$ cat src/rtl/zstd_axi_arb_pkg.sv
// rtl/zstd_axi_arb_pkg.sv - AXI field widths and elaboration helpers for the read arbiter
package zstd_axi_arb_pkg;
   localparam int LEN_W   = 8;
   localparam int SIZE_W  = 3;
   localparam int BURST_W = 2;
   localparam int RESP_W  = 3;

   function automatic int clog2(input int value);
      int r;
      r = 0;
      for (int i = 0; i < 32; i++) begin
         if ((1 << r) < value) r = r + 1;
      end
      return r;
   endfunction
endpackage

$ cat src/rtl/zstd_axi_rd_arbiter_if.sv
// rtl/zstd_axi_rd_arbiter_if.sv - requester-side and memory-side AR/R signals of the read arbiter
interface zstd_axi_rd_arbiter_if
   import zstd_axi_arb_pkg::*;
#(
   parameter int N_MASTERS  = 2,
   parameter int AXI_DATA_W = 32,
   parameter int AXI_ADDR_W = 32,
   parameter int S_AXI_ID_W = 4,
   parameter int M_AXI_ID_W = 6
);
   logic [N_MASTERS*S_AXI_ID_W-1:0] s_ar_arid;
   logic [N_MASTERS*AXI_ADDR_W-1:0] s_ar_araddr;
   logic [N_MASTERS*LEN_W-1:0]      s_ar_arlen;
   logic [N_MASTERS*SIZE_W-1:0]     s_ar_arsize;
   logic [N_MASTERS*BURST_W-1:0]    s_ar_arburst;
   logic [N_MASTERS-1:0]            s_ar_arvalid;
   logic [N_MASTERS-1:0]            s_ar_arready;
   logic [S_AXI_ID_W-1:0]           s_r_rid;
   logic [AXI_DATA_W-1:0]           s_r_rdata;
   logic [RESP_W-1:0]               s_r_rresp;
   logic                            s_r_rlast;
   logic [N_MASTERS-1:0]            s_r_rvalid;
   logic [N_MASTERS-1:0]            s_r_rready;
   logic [M_AXI_ID_W-1:0]           m_ar_arid;
   logic [AXI_ADDR_W-1:0]           m_ar_araddr;
   logic [LEN_W-1:0]                m_ar_arlen;
   logic [SIZE_W-1:0]               m_ar_arsize;
   logic [BURST_W-1:0]              m_ar_arburst;
   logic                            m_ar_arvalid;
   logic                            m_ar_arready;
   logic [M_AXI_ID_W-1:0]           m_r_rid;
   logic [AXI_DATA_W-1:0]           m_r_rdata;
   logic [RESP_W-1:0]               m_r_rresp;
   logic                            m_r_rlast;
   logic                            m_r_rvalid;
   logic                            m_r_rready;

   // master: the arbiter, which masters the memory port; slave: requesters plus memory
   modport master (
      input  s_ar_arid, s_ar_araddr, s_ar_arlen, s_ar_arsize, s_ar_arburst, s_ar_arvalid,
      output s_ar_arready,
      output s_r_rid, s_r_rdata, s_r_rresp, s_r_rlast, s_r_rvalid,
      input  s_r_rready,
      output m_ar_arid, m_ar_araddr, m_ar_arlen, m_ar_arsize, m_ar_arburst, m_ar_arvalid,
      input  m_ar_arready,
      input  m_r_rid, m_r_rdata, m_r_rresp, m_r_rlast, m_r_rvalid,
      output m_r_rready
   );

   modport slave (
      output s_ar_arid, s_ar_araddr, s_ar_arlen, s_ar_arsize, s_ar_arburst, s_ar_arvalid,
      input  s_ar_arready,
      input  s_r_rid, s_r_rdata, s_r_rresp, s_r_rlast, s_r_rvalid,
      output s_r_rready,
      input  m_ar_arid, m_ar_araddr, m_ar_arlen, m_ar_arsize, m_ar_arburst, m_ar_arvalid,
      output m_ar_arready,
      output m_r_rid, m_r_rdata, m_r_rresp, m_r_rlast, m_r_rvalid,
      input  m_r_rready
   );
endinterface

$ cat src/rtl/zstd_rr_pick.sv
// rtl/zstd_rr_pick.sv - combinational round-robin picker: first request after the last grant
module zstd_rr_pick #(
   parameter int N     = 2,
   parameter int IDX_W = 1
) (
   input  logic [N-1:0]     req,
   input  logic [IDX_W-1:0] last,
   output logic             gnt_valid,
   output logic [IDX_W-1:0] gnt_idx
);
   // Walk distances from far to near so the nearest requester after last wins.
   always_comb begin
      gnt_valid = 1'b0;
      gnt_idx   = '0;
      for (int k = N; k >= 1; k--) begin
         for (int j = 0; j < N; j++) begin
            if (req[j] && (j == (int'(last) + k) % N)) begin
               gnt_valid = 1'b1;
               gnt_idx   = IDX_W'(j);
            end
         end
      end
   end
endmodule

$ cat src/rtl/zstd_axi_rd_arbiter.sv
// rtl/zstd_axi_rd_arbiter.sv - round-robin AXI4 read-port arbiter with ID-based R routing
// ZSTD_AXI_RD_ARB_PERF_EN adds perf_grant_cnt, saturating per-master AR grant counters.
module zstd_axi_rd_arbiter
   import zstd_axi_arb_pkg::*;
#(
   parameter int N_MASTERS       = 2,
   parameter int AXI_DATA_W      = 32,
   parameter int AXI_ADDR_W      = 32,
   parameter int S_AXI_ID_W      = 4,
   parameter int IDX_W           = 1,
   parameter int M_AXI_ID_W      = 6,
   parameter int MAX_OUTSTANDING = 4
) (
   input  logic                 clk,
   input  logic                 rst,
   zstd_axi_rd_arbiter_if.master bus,
   output logic                 err_bad_rid
`ifdef ZSTD_AXI_RD_ARB_PERF_EN
   ,
   output logic [N_MASTERS*32-1:0] perf_grant_cnt
`endif
);
   localparam int CNT_W = 4;
   localparam logic [CNT_W-1:0] MAX_CNT = CNT_W'(MAX_OUTSTANDING);

   if (IDX_W < clog2(N_MASTERS) || M_AXI_ID_W < S_AXI_ID_W + IDX_W) begin : g_bad_params
      $error("zstd_axi_rd_arbiter: IDX_W or M_AXI_ID_W too narrow");
   end

   logic [CNT_W-1:0]      outstanding [N_MASTERS];
   logic [N_MASTERS-1:0]  eligible, inc, dec, dec_eff;
   logic [IDX_W-1:0]      rr_ptr, pick_idx, r_idx;
   logic                  pick_valid, slot_free, grant;
   logic                  r_in_range, r_last_hs, r_bad_beat, underflow;
   logic [S_AXI_ID_W-1:0] sel_arid;
   logic [AXI_ADDR_W-1:0] sel_araddr;
   logic [LEN_W-1:0]      sel_arlen;
   logic [SIZE_W-1:0]     sel_arsize;
   logic [BURST_W-1:0]    sel_arburst;

   always_comb begin
      for (int i = 0; i < N_MASTERS; i++) begin
         eligible[i] = bus.s_ar_arvalid[i] && (outstanding[i] < MAX_CNT);
      end
   end

   zstd_rr_pick #(.N(N_MASTERS), .IDX_W(IDX_W)) u_pick (
      .req       (eligible),
      .last      (rr_ptr),
      .gnt_valid (pick_valid),
      .gnt_idx   (pick_idx)
   );

   // No handshake is offered while reset is held, so nothing is accepted and then forgotten.
   assign slot_free        = !bus.m_ar_arvalid || bus.m_ar_arready;
   assign grant            = !rst && slot_free && pick_valid;
   assign bus.s_ar_arready = grant ? (N_MASTERS'(1) << pick_idx) : '0;

   always_comb begin
      sel_arid    = '0;
      sel_araddr  = '0;
      sel_arlen   = '0;
      sel_arsize  = '0;
      sel_arburst = '0;
      for (int i = 0; i < N_MASTERS; i++) begin
         if (pick_idx == IDX_W'(i)) begin
            sel_arid    = bus.s_ar_arid[i*S_AXI_ID_W +: S_AXI_ID_W];
            sel_araddr  = bus.s_ar_araddr[i*AXI_ADDR_W +: AXI_ADDR_W];
            sel_arlen   = bus.s_ar_arlen[i*LEN_W +: LEN_W];
            sel_arsize  = bus.s_ar_arsize[i*SIZE_W +: SIZE_W];
            sel_arburst = bus.s_ar_arburst[i*BURST_W +: BURST_W];
         end
      end
   end

   assign r_idx         = bus.m_r_rid[S_AXI_ID_W +: IDX_W];
   assign r_in_range    = int'(r_idx) < N_MASTERS;
   assign bus.s_r_rid   = bus.m_r_rid[S_AXI_ID_W-1:0];
   assign bus.s_r_rdata = bus.m_r_rdata;
   assign bus.s_r_rresp = bus.m_r_rresp;
   assign bus.s_r_rlast = bus.m_r_rlast;

   // Beats for a nonexistent master are sunk so the memory side never stalls on them.
   always_comb begin
      bus.s_r_rvalid = '0;
      bus.m_r_rready = 1'b1;
      if (r_in_range) begin
         bus.s_r_rvalid = N_MASTERS'(bus.m_r_rvalid) << r_idx;
         for (int i = 0; i < N_MASTERS; i++) begin
            if (r_idx == IDX_W'(i)) bus.m_r_rready = bus.s_r_rready[i];
         end
      end
   end

   assign r_last_hs  = bus.m_r_rvalid && bus.m_r_rready && bus.m_r_rlast && r_in_range;
   assign r_bad_beat = bus.m_r_rvalid && !r_in_range;

   always_comb begin
      underflow = 1'b0;
      for (int i = 0; i < N_MASTERS; i++) begin
         inc[i]     = grant && (pick_idx == IDX_W'(i));
         dec[i]     = r_last_hs && (r_idx == IDX_W'(i));
         dec_eff[i] = dec[i] && (outstanding[i] != '0);
         if (dec[i] && (outstanding[i] == '0)) underflow = 1'b1;
      end
   end

   always_ff @(posedge clk) begin
      if (rst) begin
         bus.m_ar_arid    <= '0;
         bus.m_ar_araddr  <= '0;
         bus.m_ar_arlen   <= '0;
         bus.m_ar_arsize  <= '0;
         bus.m_ar_arburst <= '0;
         bus.m_ar_arvalid <= 1'b0;
         rr_ptr           <= IDX_W'(N_MASTERS - 1);
         err_bad_rid      <= 1'b0;
         for (int i = 0; i < N_MASTERS; i++) outstanding[i] <= '0;
      end else begin
         if (grant) begin
            bus.m_ar_arid    <= M_AXI_ID_W'({pick_idx, sel_arid});
            bus.m_ar_araddr  <= sel_araddr;
            bus.m_ar_arlen   <= sel_arlen;
            bus.m_ar_arsize  <= sel_arsize;
            bus.m_ar_arburst <= sel_arburst;
            bus.m_ar_arvalid <= 1'b1;
            rr_ptr           <= pick_idx;
         end else if (bus.m_ar_arready) begin
            bus.m_ar_arvalid <= 1'b0;
         end
         for (int i = 0; i < N_MASTERS; i++) begin
            if (inc[i] && !dec_eff[i]) outstanding[i] <= outstanding[i] + 1'b1;
            else if (dec_eff[i] && !inc[i]) outstanding[i] <= outstanding[i] - 1'b1;
         end
         if (r_bad_beat || underflow) err_bad_rid <= 1'b1;
      end
   end

`ifdef ZSTD_AXI_RD_ARB_PERF_EN
   logic [31:0] grant_cnt [N_MASTERS];

   always_ff @(posedge clk) begin
      if (rst) begin
         for (int i = 0; i < N_MASTERS; i++) grant_cnt[i] <= '0;
      end else begin
         for (int i = 0; i < N_MASTERS; i++) begin
            if (inc[i] && (grant_cnt[i] != 32'hFFFF_FFFF)) grant_cnt[i] <= grant_cnt[i] + 32'd1;
         end
      end
   end

   for (genvar g = 0; g < N_MASTERS; g++) begin : g_perf
      assign perf_grant_cnt[g*32 +: 32] = grant_cnt[g];
   end
`endif
endmodule

$ cat src/flat_wrapper.sv
// flat-port wrapper written by rule: the top's interface ports become plain ports
module zstd_axi_rd_arbiter_flat import zstd_axi_arb_pkg::*;
#(
   parameter int N_MASTERS       = 2,
   parameter int AXI_DATA_W      = 32,
   parameter int AXI_ADDR_W      = 32,
   parameter int S_AXI_ID_W      = 4,
   parameter int IDX_W           = 1,
   parameter int M_AXI_ID_W      = 6,
   parameter int MAX_OUTSTANDING = 4
)
  (clk, rst, err_bad_rid, bus_s_ar_arid, bus_s_ar_araddr, bus_s_ar_arlen, bus_s_ar_arsize, bus_s_ar_arburst, bus_s_ar_arvalid, bus_s_ar_arready, bus_s_r_rid, bus_s_r_rdata, bus_s_r_rresp, bus_s_r_rlast, bus_s_r_rvalid, bus_s_r_rready, bus_m_ar_arid, bus_m_ar_araddr, bus_m_ar_arlen, bus_m_ar_arsize, bus_m_ar_arburst, bus_m_ar_arvalid, bus_m_ar_arready, bus_m_r_rid, bus_m_r_rdata, bus_m_r_rresp, bus_m_r_rlast, bus_m_r_rvalid, bus_m_r_rready);
  zstd_axi_rd_arbiter_if #(.N_MASTERS(N_MASTERS), .AXI_DATA_W(AXI_DATA_W), .AXI_ADDR_W(AXI_ADDR_W), .S_AXI_ID_W(S_AXI_ID_W), .M_AXI_ID_W(M_AXI_ID_W)) bus_i ();
  input  logic clk;
  input  logic rst;
  output logic err_bad_rid;
  input wire logic [$bits(bus_i.s_ar_arid)-1:0] bus_s_ar_arid;
  input wire logic [$bits(bus_i.s_ar_araddr)-1:0] bus_s_ar_araddr;
  input wire logic [$bits(bus_i.s_ar_arlen)-1:0] bus_s_ar_arlen;
  input wire logic [$bits(bus_i.s_ar_arsize)-1:0] bus_s_ar_arsize;
  input wire logic [$bits(bus_i.s_ar_arburst)-1:0] bus_s_ar_arburst;
  input wire logic [$bits(bus_i.s_ar_arvalid)-1:0] bus_s_ar_arvalid;
  output wire logic [$bits(bus_i.s_ar_arready)-1:0] bus_s_ar_arready;
  output wire logic [$bits(bus_i.s_r_rid)-1:0] bus_s_r_rid;
  output wire logic [$bits(bus_i.s_r_rdata)-1:0] bus_s_r_rdata;
  output wire logic [$bits(bus_i.s_r_rresp)-1:0] bus_s_r_rresp;
  output wire logic [$bits(bus_i.s_r_rlast)-1:0] bus_s_r_rlast;
  output wire logic [$bits(bus_i.s_r_rvalid)-1:0] bus_s_r_rvalid;
  input wire logic [$bits(bus_i.s_r_rready)-1:0] bus_s_r_rready;
  output wire logic [$bits(bus_i.m_ar_arid)-1:0] bus_m_ar_arid;
  output wire logic [$bits(bus_i.m_ar_araddr)-1:0] bus_m_ar_araddr;
  output wire logic [$bits(bus_i.m_ar_arlen)-1:0] bus_m_ar_arlen;
  output wire logic [$bits(bus_i.m_ar_arsize)-1:0] bus_m_ar_arsize;
  output wire logic [$bits(bus_i.m_ar_arburst)-1:0] bus_m_ar_arburst;
  output wire logic [$bits(bus_i.m_ar_arvalid)-1:0] bus_m_ar_arvalid;
  input wire logic [$bits(bus_i.m_ar_arready)-1:0] bus_m_ar_arready;
  input wire logic [$bits(bus_i.m_r_rid)-1:0] bus_m_r_rid;
  input wire logic [$bits(bus_i.m_r_rdata)-1:0] bus_m_r_rdata;
  input wire logic [$bits(bus_i.m_r_rresp)-1:0] bus_m_r_rresp;
  input wire logic [$bits(bus_i.m_r_rlast)-1:0] bus_m_r_rlast;
  input wire logic [$bits(bus_i.m_r_rvalid)-1:0] bus_m_r_rvalid;
  output wire logic [$bits(bus_i.m_r_rready)-1:0] bus_m_r_rready;
  assign bus_i.s_ar_arid = bus_s_ar_arid;
  assign bus_i.s_ar_araddr = bus_s_ar_araddr;
  assign bus_i.s_ar_arlen = bus_s_ar_arlen;
  assign bus_i.s_ar_arsize = bus_s_ar_arsize;
  assign bus_i.s_ar_arburst = bus_s_ar_arburst;
  assign bus_i.s_ar_arvalid = bus_s_ar_arvalid;
  assign bus_s_ar_arready = bus_i.s_ar_arready;
  assign bus_s_r_rid = bus_i.s_r_rid;
  assign bus_s_r_rdata = bus_i.s_r_rdata;
  assign bus_s_r_rresp = bus_i.s_r_rresp;
  assign bus_s_r_rlast = bus_i.s_r_rlast;
  assign bus_s_r_rvalid = bus_i.s_r_rvalid;
  assign bus_i.s_r_rready = bus_s_r_rready;
  assign bus_m_ar_arid = bus_i.m_ar_arid;
  assign bus_m_ar_araddr = bus_i.m_ar_araddr;
  assign bus_m_ar_arlen = bus_i.m_ar_arlen;
  assign bus_m_ar_arsize = bus_i.m_ar_arsize;
  assign bus_m_ar_arburst = bus_i.m_ar_arburst;
  assign bus_m_ar_arvalid = bus_i.m_ar_arvalid;
  assign bus_i.m_ar_arready = bus_m_ar_arready;
  assign bus_i.m_r_rid = bus_m_r_rid;
  assign bus_i.m_r_rdata = bus_m_r_rdata;
  assign bus_i.m_r_rresp = bus_m_r_rresp;
  assign bus_i.m_r_rlast = bus_m_r_rlast;
  assign bus_i.m_r_rvalid = bus_m_r_rvalid;
  assign bus_m_r_rready = bus_i.m_r_rready;
  zstd_axi_rd_arbiter #(.N_MASTERS(N_MASTERS), .AXI_DATA_W(AXI_DATA_W), .AXI_ADDR_W(AXI_ADDR_W), .S_AXI_ID_W(S_AXI_ID_W), .IDX_W(IDX_W), .M_AXI_ID_W(M_AXI_ID_W), .MAX_OUTSTANDING(MAX_OUTSTANDING)) u_core (.clk(clk), .rst(rst), .bus(bus_i), .err_bad_rid(err_bad_rid));
endmodule
$ cat config.mk
export PLATFORM = sky130hd
export DESIGN_NAME = zstd_axi_rd_arbiter_flat
export DESIGN_NICKNAME = d
export VERILOG_FILES = /design/src/rtl/zstd_axi_arb_pkg.sv /design/src/rtl/zstd_axi_rd_arbiter_if.sv /design/src/rtl/zstd_rr_pick.sv /design/src/rtl/zstd_axi_rd_arbiter.sv /design/src/flat_wrapper.sv
export SDC_FILE = /design/constraint.sdc
export NUM_CORES = 1
export LEC_CHECK = 0
export ABC_AREA = 1
export BUFFER_PORTS_ARGS = -buffer_cell sky130_fd_sc_hd__buf_2
export CAP_MARGIN = 20
export CELL_PAD_IN_SITES_DETAIL_PLACEMENT = 0
export CELL_PAD_IN_SITES_GLOBAL_PLACEMENT = 1
export CORE_ASPECT_RATIO = 1.25
export CORE_MARGIN = 2
export CORE_UTILIZATION = 26
export CTS_CLUSTER_DIAMETER = 200
export DETAILED_ROUTE_END_ITERATION = 10
export GPL_ROUTABILITY_DRIVEN = 0
export GPL_TIMING_DRIVEN = 1
export PLACE_DENSITY = 0.8
export SLEW_MARGIN = 10
export SYNTH_ARGS = -nofsm -noshare
export SYNTH_HDL_FRONTEND = slang
export SYNTH_HIERARCHICAL = 1
export SYNTH_SLANG_ARGS = --single-unit
$ cat constraint.sdc
create_clock -name clk -period 3.2 [get_ports clk]
set_clock_uncertainty 0.2 [all_clocks]
set_input_delay 0.16 -clock clk [delete_from_list [all_inputs] [get_ports clk]]
set_output_delay 0.16 -clock clk [all_outputs]
set_load 0.1 [all_outputs]
==> out/metrics.cfg <==
[power]
peakVddDrop_mv = 0.213
p_per_area_nw_per_um2 = 515
finalPower_w = 0.00261
p_leak_nw = 2.48

[cts]
htreeDepth = 3
root_buffer = clkbuf_16
cts_made_buffers = 9
cts_sinks = 61
insertion_delay_ns = 0.32
cts.path.max_buffers = 2
path_clk_slew_ns = 0.05
tritoncts = built

[timing]
period_share = 0.877
rsz0062_at_grt = false
max_slew_margin = 0.610
finalSetupViolations = 0
fin_crit_ns = 2.81
tightest_slew_ns = 0.585
drv_slew = 0
setup_tns_ns = 0
max_clock_freq_mhz = 356
hold_violations = 0
worst_slack_ns = 0.393

[synth]
yosysMostFrequentCell = nand2_1
synth_edf_count = 8
syn_area_sq_um = 3100
syn_avg_cell_area_sq_um = 7.39
async_flop_share = 0
ys_ff_latch = 61
synthTopCellsByCount = 161 x nand2_1, 53 x dfxtp_1, 42 x buf_4, 40 x a31oi_1, 25 x inv_1
synthTopCellsByArea = dfxtp_1 34%, nand2_1 19%, buf_4 10%
yosysWarningCount = 6
synth_largest_area_cell = dfxtp_1
syn_inst = 420
syn_nets = 573
synth_cell_type_count = 28
ys_seq_area_frac = 0.419
synth_top_cell_area_share = 0.342
synth_flop_cell = dfxtp_1

[run]
max_cap_viol_count = 0

[floorplan]
start_util = 0.267
num_io_pins = 246
die_h_microns = 126
die_area_sq_um = 12800
fp.dieW_microns = 102
placement_rows = 44
core_sq_um = 11600

[setup_path]
crit_end = u_core/outstanding[0][3]
cp.required_ns = 3.08
cp.depth = 18
crit_family = simple AND/OR/NAND/NOR gates
ff2ff_path_depth = 18
cp_max_fo = 4
crit_buf_inv = 5
r2r-end = u_core/outstanding[0][3]
startpoint_type = register
critical_path_class = register to register
rrSetupSlack_ns = 0.39
slowest_delay_ns = 0.40
path_cells = inv_1, nand2_1, nor2_1, inv_1, a21oi_1, inv_1, nand4_1, nand2_1, nor2_1, ha_1, a21oi_1, nand3_1, nand2_1, inv_1, nand2_1, nand2_1, nand2_1, inv_1
r2r-start = u_core/outstanding[1][3]
crit_slowest_cell = edfxtp_1
cp-startpoint = u_core/outstanding[1][3]
cp.arrival_ns = 2.69
critPathCaptureType = register
crit_top_cell = nand2_1

[drt]
drt_first_pass_iters = 5
ant_nets = 0
route.vias.total = 3536
drcViolationCount = 0
vias_per_cell = 4.39
drt_iter0_drc = 71
wl_per_cell_microns = 12.8
drt_wl_total_mm = 10.3

[final_layout]
drive_above_1_share = 0.296
syn_to_final_growth_pct = 63.2
insertedDiodeCount = 0
fin_nets = 794
regArea_sq_um = 1300
stdcell_count = 806
multiInputGateArea_sq_um = 1290
nFillCells = 1184

[grt]
globalRouteOverflowTotal = 0
grt_util_all_layers = 0.163
antenna_found_initial = 0
grt_pass1_wl_mm = 16.6
grt_pass1_vias = 3675
grt_max_degree = 52

[placement]
portBuffers = 165
pre_cts_ws_ns = 0.418
place_hpwl_mm = 6.57
dp.cells = 690

[outcome]
status = complete, no violations

[min_path]
min_path_type = primary input to register

stage by stage:
stage	hold WS (ns)	util	instance area [sq um]
after floorplan	0.107	-	3100
after global placement	0.121	0.326	3790
after detailed placement	0.121	0.326	3790
after CTS	0.0575	0.435	5050
after global routing	0.116	0.436	5060
final	0.0640	0.436	5060
flip-flops by register name, summed over array words and instances, names as in the netlist, 2 cells and up:
| name | flops |
|---|---|
| u_core/bus.m_ar_arsize | 3 |
| u_core/bus.m_ar_arlen | 8 |
| u_core/bus.m_ar_araddr | 32 |
| u_core/bus.m_ar_arid | 5 |
| u_core/outstanding | 8 |
| u_core/bus.m_ar_arburst | 2 |
logic make-up (layout without fill, tap and decap cells):
group | after synthesis | after routing | synth area share
AOI/OAI and AO/OA | 70 | 70 | 0.139
xor gates and xnor gates | 4 | 4 | 0.0113
adders and majority gates | 5 | 5 | 0.0226
buffers and inverters | 89 | 314 | 0.163
DFF | 61 | 61 | 0.419
other | 1 | 1 | 0.00121
and+or+nand+nor | 190 | 190 | 0.244
per-layer routing:
metal | up-vias | GRT usage | wire [microns]
met1 | 1627 | 0.172 | 4100
met3 | 21 | 0.0405 | 577
met2 | 122 | 0.295 | 5390
li1 | 1766 | - | -
met5 | - | 0 | 0
met4 | 0 | 0.0771 | 225
cell usage in the layout, fill, tap and decap left out, drive strengths merged:
master       count
nor2            18
o211ai           1
dlygate4sd3     99
nand2          161
a21o             1
o21ai            3
xnor2            2
nand4            2
dfxtp           53
clkbuf          13
conb             1
nand3            8
or2              1
ha               4
inv             27
edfxtp           8
a22oi           10
a31oi           40
a21oi           15
clkinv           2
xor2             2
buf            173
fa               1
tightest hold or removal path, cell delays in order:
cell and delay, ns:
buf_2 0.07, inv_1 0.03, nand2_1 0.17, a21oi_1 0.09
area by class of cell:
cell class              count  area share
repair buffers            272       0.374
clock inverters             2     0.00198
flip-flops and latches     61       0.257
inverters                  27      0.0205
multi-input cells         270       0.256
well taps                 161      0.0398
clock buffers              13      0.0514
report_power, final:
| group | internal, W | switching [W] |
|---|---|---|
| Combinational | 0.000250 | 0.000600 |
| Clock | 0.000559 | 0.000323 |
| Sequential | 0.000842 | 0.0000330 |
| Total | 0.00165 | 0.000956 |
how the worst min path moves through the flow:
stage,start,endpoint,depth (start not counted)
after floorplan,bus_s_ar_araddr[10],u_core/bus.m_ar_araddr[10],2
after global placement,bus_m_r_rdata[16],bus_s_r_rdata[16],0
after detailed placement,bus_m_r_rdata[16],bus_s_r_rdata[16],0
after CTS,bus_m_ar_arready,u_core/bus.m_ar_arvalid,4
after global routing,bus_m_ar_arready,u_core/bus.m_ar_arvalid,4
final,bus_m_ar_arready,u_core/bus.m_ar_arvalid,4
timing repair:
action                                  in CTS  in global routing
hold buffers                                99                  0
hold endpoints to repair                    50                  0
endpoints found under the setup margin       0                  3
setup buffers                                0                  2
resized for setup                            0                  0
Power figures use the tool's default switching activity.
